File: config.mk
export PLATFORM = sky130hd
export DESIGN_NAME = fifo_word_packer
export DESIGN_NICKNAME = d
export VERILOG_FILES = /design/src/rtl/ps_pl_pkg.sv /design/src/rtl/fifo_idle_timer.sv /design/src/rtl/fifo_word_packer.sv
export SDC_FILE = /design/constraint.sdc
export NUM_CORES = 1
export LEC_CHECK = 0
export ABC_AREA = 0
export BUFFER_PORTS_ARGS = -buffer_cell sky130_fd_sc_hd__buf_2
export CAP_MARGIN = 10
export CELL_PAD_IN_SITES_DETAIL_PLACEMENT = 0
export CELL_PAD_IN_SITES_GLOBAL_PLACEMENT = 1
export CORE_ASPECT_RATIO = 1.5
export CORE_UTILIZATION = 40
export CTS_CLUSTER_DIAMETER = 30
export CTS_CLUSTER_SIZE = 28
export DETAILED_ROUTE_END_ITERATION = 10
export PLACE_DENSITY_LB_ADDON = 0.1
export SLEW_MARGIN = 25
export SYNTH_ARGS = -nofsm -noshare
export SYNTH_HDL_FRONTEND = slang
export SYNTH_SLANG_ARGS = --single-unit
File: constraint.sdc
create_clock -name clk -period 2.8 [get_ports clk]
set_input_delay 0.7 -clock clk [delete_from_list [all_inputs] [get_ports clk]]
set_output_delay 0.7 -clock clk [all_outputs]
set_load 0.02 [all_outputs]
File: src/rtl/ps_pl_pkg.sv
// Shared types and constants for the PS-PL link reader side.
package ps_pl_pkg;

    // Packer FSM: FILL collects lanes, HOLD presents a closed word.
    typedef enum logic {
        ST_FILL = 1'b0,
        ST_HOLD = 1'b1
    } state_e;

    // Width of the accepted-word counter.
    localparam int WORDS_SENT_W = 16;

    // Width of a lane index for a word of 'bytes' lanes.
    function automatic int lane_idx_w(input int bytes);
        return (bytes < 2) ? 1 : $clog2(bytes);
    endfunction

endpackage

File: src/rtl/fifo_idle_timer.sv
// Idle timer: counts enabled cycles and flags the cycle in which the count
// reaches TIMEOUT. A TIMEOUT of 0 disables the timer entirely.
module fifo_idle_timer #(
    parameter int TIMEOUT = 255
) (
    input  logic clk,
    input  logic rst,
    input  logic clear_i,
    input  logic enable_i,
    output logic expired_o
);

    generate
        if (TIMEOUT == 0) begin : g_off
            assign expired_o = 1'b0;

            logic unused_inputs;
            assign unused_inputs = ^{clk, rst, clear_i, enable_i};
        end else begin : g_on
            localparam int CNT_W = $clog2(TIMEOUT + 1);

            logic [CNT_W-1:0] cnt_q;
            logic [CNT_W-1:0] cnt_d;

            // Next count: clear wins, otherwise count up while enabled, saturating at TIMEOUT.
            always_comb begin
                // NOTE: every combinational output gets a default first so no path leaves it unassigned (no latch).
                cnt_d = cnt_q;
                if (clear_i) begin
                    cnt_d = '0;
                end else if (enable_i && (cnt_q != CNT_W'(TIMEOUT))) begin
                    cnt_d = cnt_q + 1'b1;
                end
            end

            // Count register.
            always_ff @(posedge clk or posedge rst) begin
                // NOTE: state registers use non-blocking assignments so every flop samples pre-edge values.
                if (rst) begin
                    cnt_q <= '0;
                end else begin
                    cnt_q <= cnt_d;
                end
            end

            // Fires in the idle cycle whose edge brings the count to TIMEOUT.
            assign expired_o = enable_i && !clear_i && (cnt_q == CNT_W'(TIMEOUT - 1));
        end
    endgenerate

endmodule

File: src/rtl/fifo_word_packer.sv
// Pops narrow FIFO entries and packs BYTES of them (lane 0 first) into one
// wide word, presented on a valid/ready master port. Partial words are closed
// by an explicit flush or an idle timeout and carry a lane-keep mask.
module fifo_word_packer
    import ps_pl_pkg::*;
#(
    parameter int IN_W    = 8,
    parameter int BYTES   = 4,
    parameter int TIMEOUT = 255
) (
    input  logic                    clk,
    input  logic                    rst,
    input  logic                    fifo_valid,
    input  logic [IN_W-1:0]         fifo_data,
    output logic                    fifo_enr,
    input  logic                    flush,
    output logic                    m_valid,
    input  logic                    m_ready,
    output logic [IN_W*BYTES-1:0]   m_data,
    output logic [BYTES-1:0]        m_keep,
    output logic                    m_last,
    output logic [WORDS_SENT_W-1:0] words_sent
);

    localparam int OUT_W = IN_W * BYTES;
    localparam int IDX_W = lane_idx_w(BYTES);
    localparam logic [IDX_W-1:0] LAST_IDX = IDX_W'(BYTES - 1);

    state_e                  state_q, state_d;
    logic [IDX_W-1:0]        idx_q, idx_d;
    logic [OUT_W-1:0]        data_q, data_d;
    logic [BYTES-1:0]        keep_q, keep_d;
    logic                    last_q, last_d;
    logic [WORDS_SENT_W-1:0] sent_q, sent_d;

    logic pop;
    logic timer_clear;
    logic timer_en;
    logic timer_expired;

    // Pop whenever filling and the FIFO has data; gated by rst so the request
    // drops the instant reset is asserted, not at the next edge.
    assign pop      = (state_q == ST_FILL) && fifo_valid && !rst;
    assign fifo_enr = pop;

    // The idle count runs only while a partial word waits for more data.
    assign timer_en    = (state_q == ST_FILL) && !pop && (idx_q != '0);
    assign timer_clear = pop || (state_q == ST_HOLD) || (idx_q == '0);

    fifo_idle_timer #(
        .TIMEOUT (TIMEOUT)
    ) u_idle_timer (
        .clk       (clk),
        .rst       (rst),
        .clear_i   (timer_clear),
        .enable_i  (timer_en),
        .expired_o (timer_expired)
    );

    // Next-state logic: lane capture and word close in FILL, handshake in HOLD.
    always_comb begin
        state_d = state_q;
        idx_d   = idx_q;
        data_d  = data_q;
        keep_d  = keep_q;
        last_d  = last_q;
        sent_d  = sent_q;

        unique case (state_q)
            ST_FILL: begin
                if (pop) begin
                    // The popped entry always lands first; flush then closes whatever is there.
                    data_d[int'(idx_q) * IN_W +: IN_W] = fifo_data;
                    keep_d[idx_q]                      = 1'b1;
                    if (idx_q == LAST_IDX) begin
                        state_d = ST_HOLD;
                        last_d  = flush;
                    end else begin
                        idx_d = idx_q + 1'b1;
                        if (flush) begin
                            state_d = ST_HOLD;
                            last_d  = 1'b1;
                        end
                    end
                end else if ((flush || timer_expired) && (idx_q != '0)) begin
                    // Close a partial word; an empty word is never emitted.
                    state_d = ST_HOLD;
                    last_d  = 1'b1;
                end
            end

            ST_HOLD: begin
                if (m_ready) begin
                    state_d = ST_FILL;
                    idx_d   = '0;
                    data_d  = '0;
                    keep_d  = '0;
                    last_d  = 1'b0;
                    sent_d  = sent_q + 1'b1;
                end
            end

            default: begin
                state_d = ST_FILL;
            end
        endcase
    end

    // State and datapath registers.
    always_ff @(posedge clk or posedge rst) begin
        if (rst) begin
            state_q <= ST_FILL;
            idx_q   <= '0;
            data_q  <= '0;
            keep_q  <= '0;
            last_q  <= 1'b0;
            sent_q  <= '0;
        end else begin
            state_q <= state_d;
            idx_q   <= idx_d;
            data_q  <= data_d;
            keep_q  <= keep_d;
            last_q  <= last_d;
            sent_q  <= sent_d;
        end
    end

    // Lanes not yet written stay zero because data is cleared on every accept.
    assign m_valid    = (state_q == ST_HOLD);
    assign m_data     = data_q;
    assign m_keep     = keep_q;
    assign m_last     = last_q;
    assign words_sent = sent_q;

endmodule
==> flow_metrics.py, run 1 <==
metrics = {
    "floorplan": {
        "core_area_um2": 6621,
        "die_w_um": 70.21,
        "dieArea_um2": 7324,
        "die_h_um": 104.3,
        "rows": 36,
        "io-pin-count": 68,
        "start_util": 0.4216,
    },
    "global_routing": {
        "grt-ovfl-total": 0,
        "grt_pass1_vias": 2123,
        "grt_pass1_wl_um": 10640,
        "track_usage": 0.1858,
        "antenna_found_initial": 0,
        "grt_start_max_net_pins": 40,
    },
    "yosys": {
        "synth.avg_cell_area_um2": 10.11,
        "synthArstFlopShare": 1.000,
        "synth_enable_flop_cells": 0,
        "syn_nets": 296,
        "synth_seq_cells": 64,
        "ys_seq_area_frac": 0.5737,
        "synth_cell_types": 34,
        "ys_warn_count": 0,
        "netlist_area_um2": 2791,
        "syn_inst": 276,
        "synthFlopType": "dfrtp_1",
    },
    "timing": {
        "hold_viol_final": 0,
        "fmax_mhz": 447.1,
        "min_period_ps": 2237,
        "fin_tns_setup_ps": 0,
        "final-setup-viol-count": 0,
        "period_share": 0.7989,
        "fin_ws_ps": 563.1,
        "relSlewSlack": 0.5271,
        "rsz0062_at_grt": "no",
        "worst_pin_slew_ps": 702.9,
        "skew_ps": 6.025,
        "report.final.slew_viol_count": 0,
    },
    "setup_path": {
        "r2r-end": "m_valid",
        "crit_type": "register to output port",
        "timing.rr.start": "idx_q[0]",
        "r2r_slack_ps": 580,
        "cp-end-kind": "output port",
        "timing.critical_path.arrival_ps": 1540,
        "start_kind": "register",
        "r2r_cells": 5,
        "worstPathMaxFanout": 15,
        "cp.required_ps": 2100,
    },
    "drt": {
        "postRouteAntennaNets": 0,
        "wl_per_cell_um": 14.95,
        "vias": 2224,
        "via_per_inst": 5.233,
        "drc": 0,
        "finalWirelength_um": 6352,
        "drt_iter0_markers": 121,
        "drt_pass1_iterations": 4,
    },
    "clock_network": {
        "post_cts_buffers": 0,
        "cts_resized": 0,
        "clk_path_buf_depth": 2,
        "worstSkewPairLatency_ps": 330,
        "clockRootBuffer": "clkbuf_8",
        "cts_tree": "done",
        "h-tree-depth": 3,
        "cts.sinks": 64,
        "hold_buffers": 0,
        "path_clk_slew_ps": 70,
        "cts_buffers": 9,
    },
    "placed_design": {
        "place_ws_ps": 454.9,
        "port_buffers": 67,
        "gp_congestion": 0.7521,
        "dpl.hpwl_um": 4511,
    },
    "finish": {
        "area_growth_pct": 20.84,
        "drive_gt1_frac": 0.2550,
        "utilization": 0.5094,
        "nNetsFinal": 365,
        "antenna_cells": 0,
    },
    "pwr": {
        "powerDensity_nw_per_um2": 779.8,
        "peakVddDrop_uv": 565.5,
        "power.leakage_nw": 1.696,
    },
    "run_status": {
        "status": "complete, no violations",
    },
    "job": {
        "drv_cap": 0,
    },
    "min_path": {
        "hold_path.class": "input pin to asynchronous set/reset pin",
    },
}
## synthesized netlist by cell type (2+ instances only)
cell	number	area [um^2]
clkbuf_1	7	26.28
nand2_1	60	225.2
and3_1	5	31.28
o21ai_1	5	25.02
xnor2_1	12	105.1
ha_1	7	87.58
nor4_1	2	12.51
nor3_1	5	25.02
a211oi_1	4	30.03
nor2_1	13	48.80
nor2b_1	4	25.02
or3_1	2	12.51
a31oi_1	3	18.77
nand4_1	4	25.02
o21ai_0	21	105.1
and4_1	6	52.55
inv_1	5	18.77
buf_2	3	15.01
a22o_1	9	78.83
buf_1	2	7.510
nand3_1	8	40.04
a21oi_1	10	50.05
dfrtp_1	64	1602
xor2_1	5	43.79
## cell type report
type	instances	area (um^2)
Fill cell	668	3248
Sequential cell	64	1602
Multi-Input combinational cell	195	1134
Timing Repair Buffer	70	370.4
Clock buffer	11	131.4
Tap cell	76	95.09
Clock inverter	4	22.52
Inverter	5	18.77
## layer usage
layer  vias to the layer above  part of all wire  global-route usage
met2                        60              0.48              0.3015
met3                         4             0.048             0.05426
met4                         0            0.0096             0.06000
li1                       1089                 -                   -
met1                      1071              0.46              0.2364
met5                         -                 0                   0
## metrics by stage
step                      hold WS, ps  instances  area (um^2)  power, mW
final                           448.2        425         3373      2.631
after global routing            489.8        425         3373      2.792
after CTS                       469.2        425         3362      2.650
after detailed placement        462.8        410         3208      1.980
after global placement          453.7        410         3208      1.975
after floorplan                 491.5        276         2791      1.723
## flip-flops by register name, summed over array words and instances, names as in the netlist
signal	cells
idx_q	2
m_data	32
m_keep	4
m_last	1
m_valid	1
u_idle_timer.g_on.cnt_q	8
words_sent	16
## cell usage in the layout (no fill, tap or decap), drive strengths merged, types with 5 or more instances in the layout
| master | synthesis | routed |
|---|---|---|
| a22o | 9 | 9 |
| nor2 | 13 | 13 |
| and4 | 6 | 6 |
| ha | 7 | 7 |
| o21ai | 26 | 26 |
| nand3 | 8 | 8 |
| dfrtp | 64 | 64 |
| inv | 5 | 5 |
| xor2 | 5 | 5 |
| and3 | 5 | 5 |
| nand2 | 60 | 60 |
| nor3 | 5 | 5 |
| buf | 5 | 70 |
| xnor2 | 12 | 12 |
| clkbuf | 7 | 11 |
| a21oi | 10 | 10 |
## power breakdown
part           internal [mW]  switching (mW)  total (mW)
logic                  0.267           0.497       0.764
clock network          0.312           0.343       0.655
registers               1.06           0.148        1.21
total                   1.64           0.988        2.63
## worst max-delay path, cell delays in order, from the launching register on
cell and delay (ps):
dfrtp_1 540, nor3b_1 260, buf_4 220, buf_2 190
## cell families after synthesis
kind of cell	after synthesis	synth area share
AO/OA/AOI/OAI	56	0.1219
XOR/XNOR	17	0.05334
multiplexers	1	0.003586
flip-flops	64	0.5737
AND/OR/NAND/NOR	114	0.1918
adder cells (fa/ha/maj)	7	0.03137
buffers and inverters	17	0.02421
## worst max path at each step
stage,endpoint,slack (ps),startpoint,cells past startpoint
after floorplan,idx_q[0],500,rst,1
after global placement,m_data[22],490,fifo_valid,5
after detailed placement,m_data[9],450,fifo_valid,5
after CTS,m_valid,570,idx_q[0],5
after global routing,m_valid,440,idx_q[0],5
final,fifo_enr,560,m_valid,3
Note: power is estimated with default switching activity, not from simulation.
==> run 2, diff against run 1 <==
--- a/config.mk
+++ b/config.mk
@@ -5,7 +5,7 @@
 export SDC_FILE = /design/constraint.sdc
 export NUM_CORES = 1
 export LEC_CHECK = 0
-export ABC_AREA = 0
+export ABC_AREA = 1
 export BUFFER_PORTS_ARGS = -buffer_cell sky130_fd_sc_hd__buf_2
 export CAP_MARGIN = 10
 export CELL_PAD_IN_SITES_DETAIL_PLACEMENT = 0
==> constraint.sdc (replaced) <==
create_clock -name clk -period 2.25 [get_ports clk]
set_input_delay 0.5625 -clock clk [delete_from_list [all_inputs] [get_ports clk]]
set_output_delay 0.5625 -clock clk [all_outputs]
set_load 0.02 [all_outputs]
==> run 2 against run 1 <==
Against the previous run:
- final area increased by 10%
- sequential share of layout area decreased by 4.4 points
- power up 56%
- non-clock buffer count up 3
- via count is 15% higher
- setup slack got worse by 220 ps
- critical endpoint unchanged
- largest power group unchanged
- highest routed layer unchanged
==> flow_metrics.py, run 2 <==
metrics = {
    "pwr": {
        "powerDensity_nw_per_um2": 1102,
        "peakVddDrop_uv": 565.9,
        "power.leakage_nw": 1.993,
        "finalPower_mw": 4.095,
    },
    "finish": {
        "antenna_cells": 0,
        "instances_no_fill": 527,
        "final_cell_mix": "buf_2 (67), dfrtp_1 (64), nand2_1 (58)",
        "largest_register_ffs": 32,
        "layout_commonest_cell": "buf_2",
        "fin_area_um2": 3715,
        "area_growth_pct": 21.58,
        "nNetsFinal": 445,
        "drive_gt1_frac": 0.2482,
    },
    "floorplan": {
        "rows": 38,
        "die_w_um": 73.36,
        "start_util": 0.4173,
        "core_area_um2": 7322,
        "dieArea_um2": 7999,
        "io-pin-count": 68,
        "die_h_um": 109.0,
    },
    "setup_path": {
        "r2r_cells": 8,
        "worstPathCellList": "inv_1, nand2_2, inv_1, buf_2",
        "start_kind": "register",
        "r2r_slack_ps": 440,
        "timing.rr.start": "idx_q[0]",
        "cp.required_ps": 1690,
        "timing.critical_path.arrival_ps": 1350,
        "max_stage_delay_ps": 470,
        "crit_type": "register to output port",
        "timing.critical_path.mode_cell": "inv_1",
        "cp-end-kind": "output port",
        "r2r-end": "m_data[10]",
        "slowest_stage": "dfrtp_1",
        "worstPathMaxFanout": 6,
    },
    "yosys": {
        "synthTopCellsByArea": "dfrtp_1 (52%), nand2_1 (7.1%), inv_1 (6.1%)",
        "synth_top_cell_area_share": 0.5242,
        "synthFlopType": "dfrtp_1",
        "ys_warn_count": 0,
        "synth.avg_cell_area_um2": 8.805,
        "netlist_area_um2": 3055,
        "syn_nets": 367,
        "yosys-top-cells-count": "dfrtp_1 (64), nand2_1 (58), inv_1 (50)",
        "synth_seq_cells": 64,
        "synthArstFlopShare": 1.000,
        "ys_seq_area_frac": 0.5242,
        "synth_cell_types": 29,
        "synth_enable_flop_cells": 0,
        "yosys.cell_count.top_type": "dfrtp_1",
        "syn_inst": 347,
        "yosysTopAreaCell": "dfrtp_1",
    },
    "placed_design": {
        "place_inst": 514,
        "dpl.hpwl_um": 5301,
        "placed_cell_area_um2": 3536,
        "gp_congestion": 0.7814,
        "port_buffers": 67,
    },
    "global_routing": {
        "grt_pass1_vias": 2518,
        "antenna_found_initial": 0,
        "grt-ovfl-total": 0,
        "track_usage": 0.2021,
        "grt_pass1_wl_um": 11930,
        "grt_start_max_net_pins": 65,
    },
    "timing": {
        "hold_viol_final": 0,
        "skew_ps": 6.620,
        "relSlewSlack": 0.6484,
        "report.final.slew_viol_count": 0,
        "min_period_ps": 1908,
        "final-setup-viol-count": 0,
        "fin_tns_setup_ps": 0,
        "worst_pin_slew_ps": 527.4,
        "rsz0062_at_grt": "no",
        "period_share": 0.8479,
        "fmax_mhz": 524.2,
    },
    "clock_network": {
        "clk_path_buf_depth": 2,
        "path_clk_slew_ps": 70,
        "clockRootBuffer": "clkbuf_8",
        "worstSkewPairLatency_ps": 350,
        "hold_buffers": 0,
        "cts_buffers": 9,
        "cts_resized": 0,
        "cts_tree": "done",
        "post_cts_buffers": 0,
        "h-tree-depth": 3,
        "cts.sinks": 64,
    },
    "drt": {
        "finalWirelength_um": 7228,
        "via_per_inst": 4.846,
        "drc": 0,
        "postRouteAntennaNets": 0,
        "drt_iter0_markers": 119,
        "wl_per_cell_um": 13.72,
        "vias": 2554,
        "drt_pass1_iterations": 6,
    },
    "run_status": {
        "status": "complete, no violations",
    },
    "job": {
        "drv_cap": 0,
    },
    "min_path": {
        "hold_path.class": "input pin to asynchronous set/reset pin",
    },
}
==> run 2: critical path: cells and delay by family, from the launching register on <==
family	cells	cell delay [ps]
flip-flops	1	470
buffers and inverters	3	410
AND/OR/NAND/NOR	1	120
==> run 2: area by class of cell <==
type	count	area (um^2)
inverter	54	202.7
timing repair buffer	73	392.9
sequential	64	1602
multi-input combinational	223	1214
fill	758	3607
clock buffer	13	178.9
tap	100	125.1
==> run 2: worst max-delay path by stage <==
stage	start	end	depth (start not counted)
after global placement	rst	m_data[24]	6
after global routing	m_valid	fifo_enr	4
final	m_valid	fifo_enr	4
after detailed placement	rst	m_data[25]	6
after floorplan	rst	idx_q[0]	1
after CTS	m_valid	fifo_enr	4
==> run 2: kinds of logic (layout without fill, tap and decap cells) <==
logic type                 after synthesis  count (layout)  synth area share
xor gates and xnor gates                12              12           0.03440
AOI/OAI and AO/OA                       59              59            0.1126
adders and majority gates                7               7           0.02866
and+or+nand+nor                        145             145            0.2215
buffers and inverters                   60             140           0.07862
DFF                                     64              64            0.5242
==> run 2: layer usage <==
layer	GRT usage	up-vias	wire, um	share of wire
met5	0	-	0	0
met2	0.3393	51	3688	0.51
met1	0.2366	1207	3072	0.43
met4	0.09066	0	146	0.020
li1	-	1284	-	-
met3	0.05915	12	321	0.044
==> run 2: stage by stage <==
step / hold WS [ps] / util / worst slack (ps)
global placement: 466.3 / 0.4829 / 391.1
CTS: 307.6 / 0.5073 / 307.5
global route: 312.6 / 0.5073 / 235.6
floorplan: 455.1 / - / 89.40
detailed placement: 465.5 / 0.4829 / 335.4
finish: 289.8 / 0.5073 / 342.2
==> run 2: power breakdown <==
part	total, mW	internal [mW]	switching, mW
clock network	0.921	0.502	0.419
logic	1.56	0.510	1.05
registers	1.62	1.40	0.212
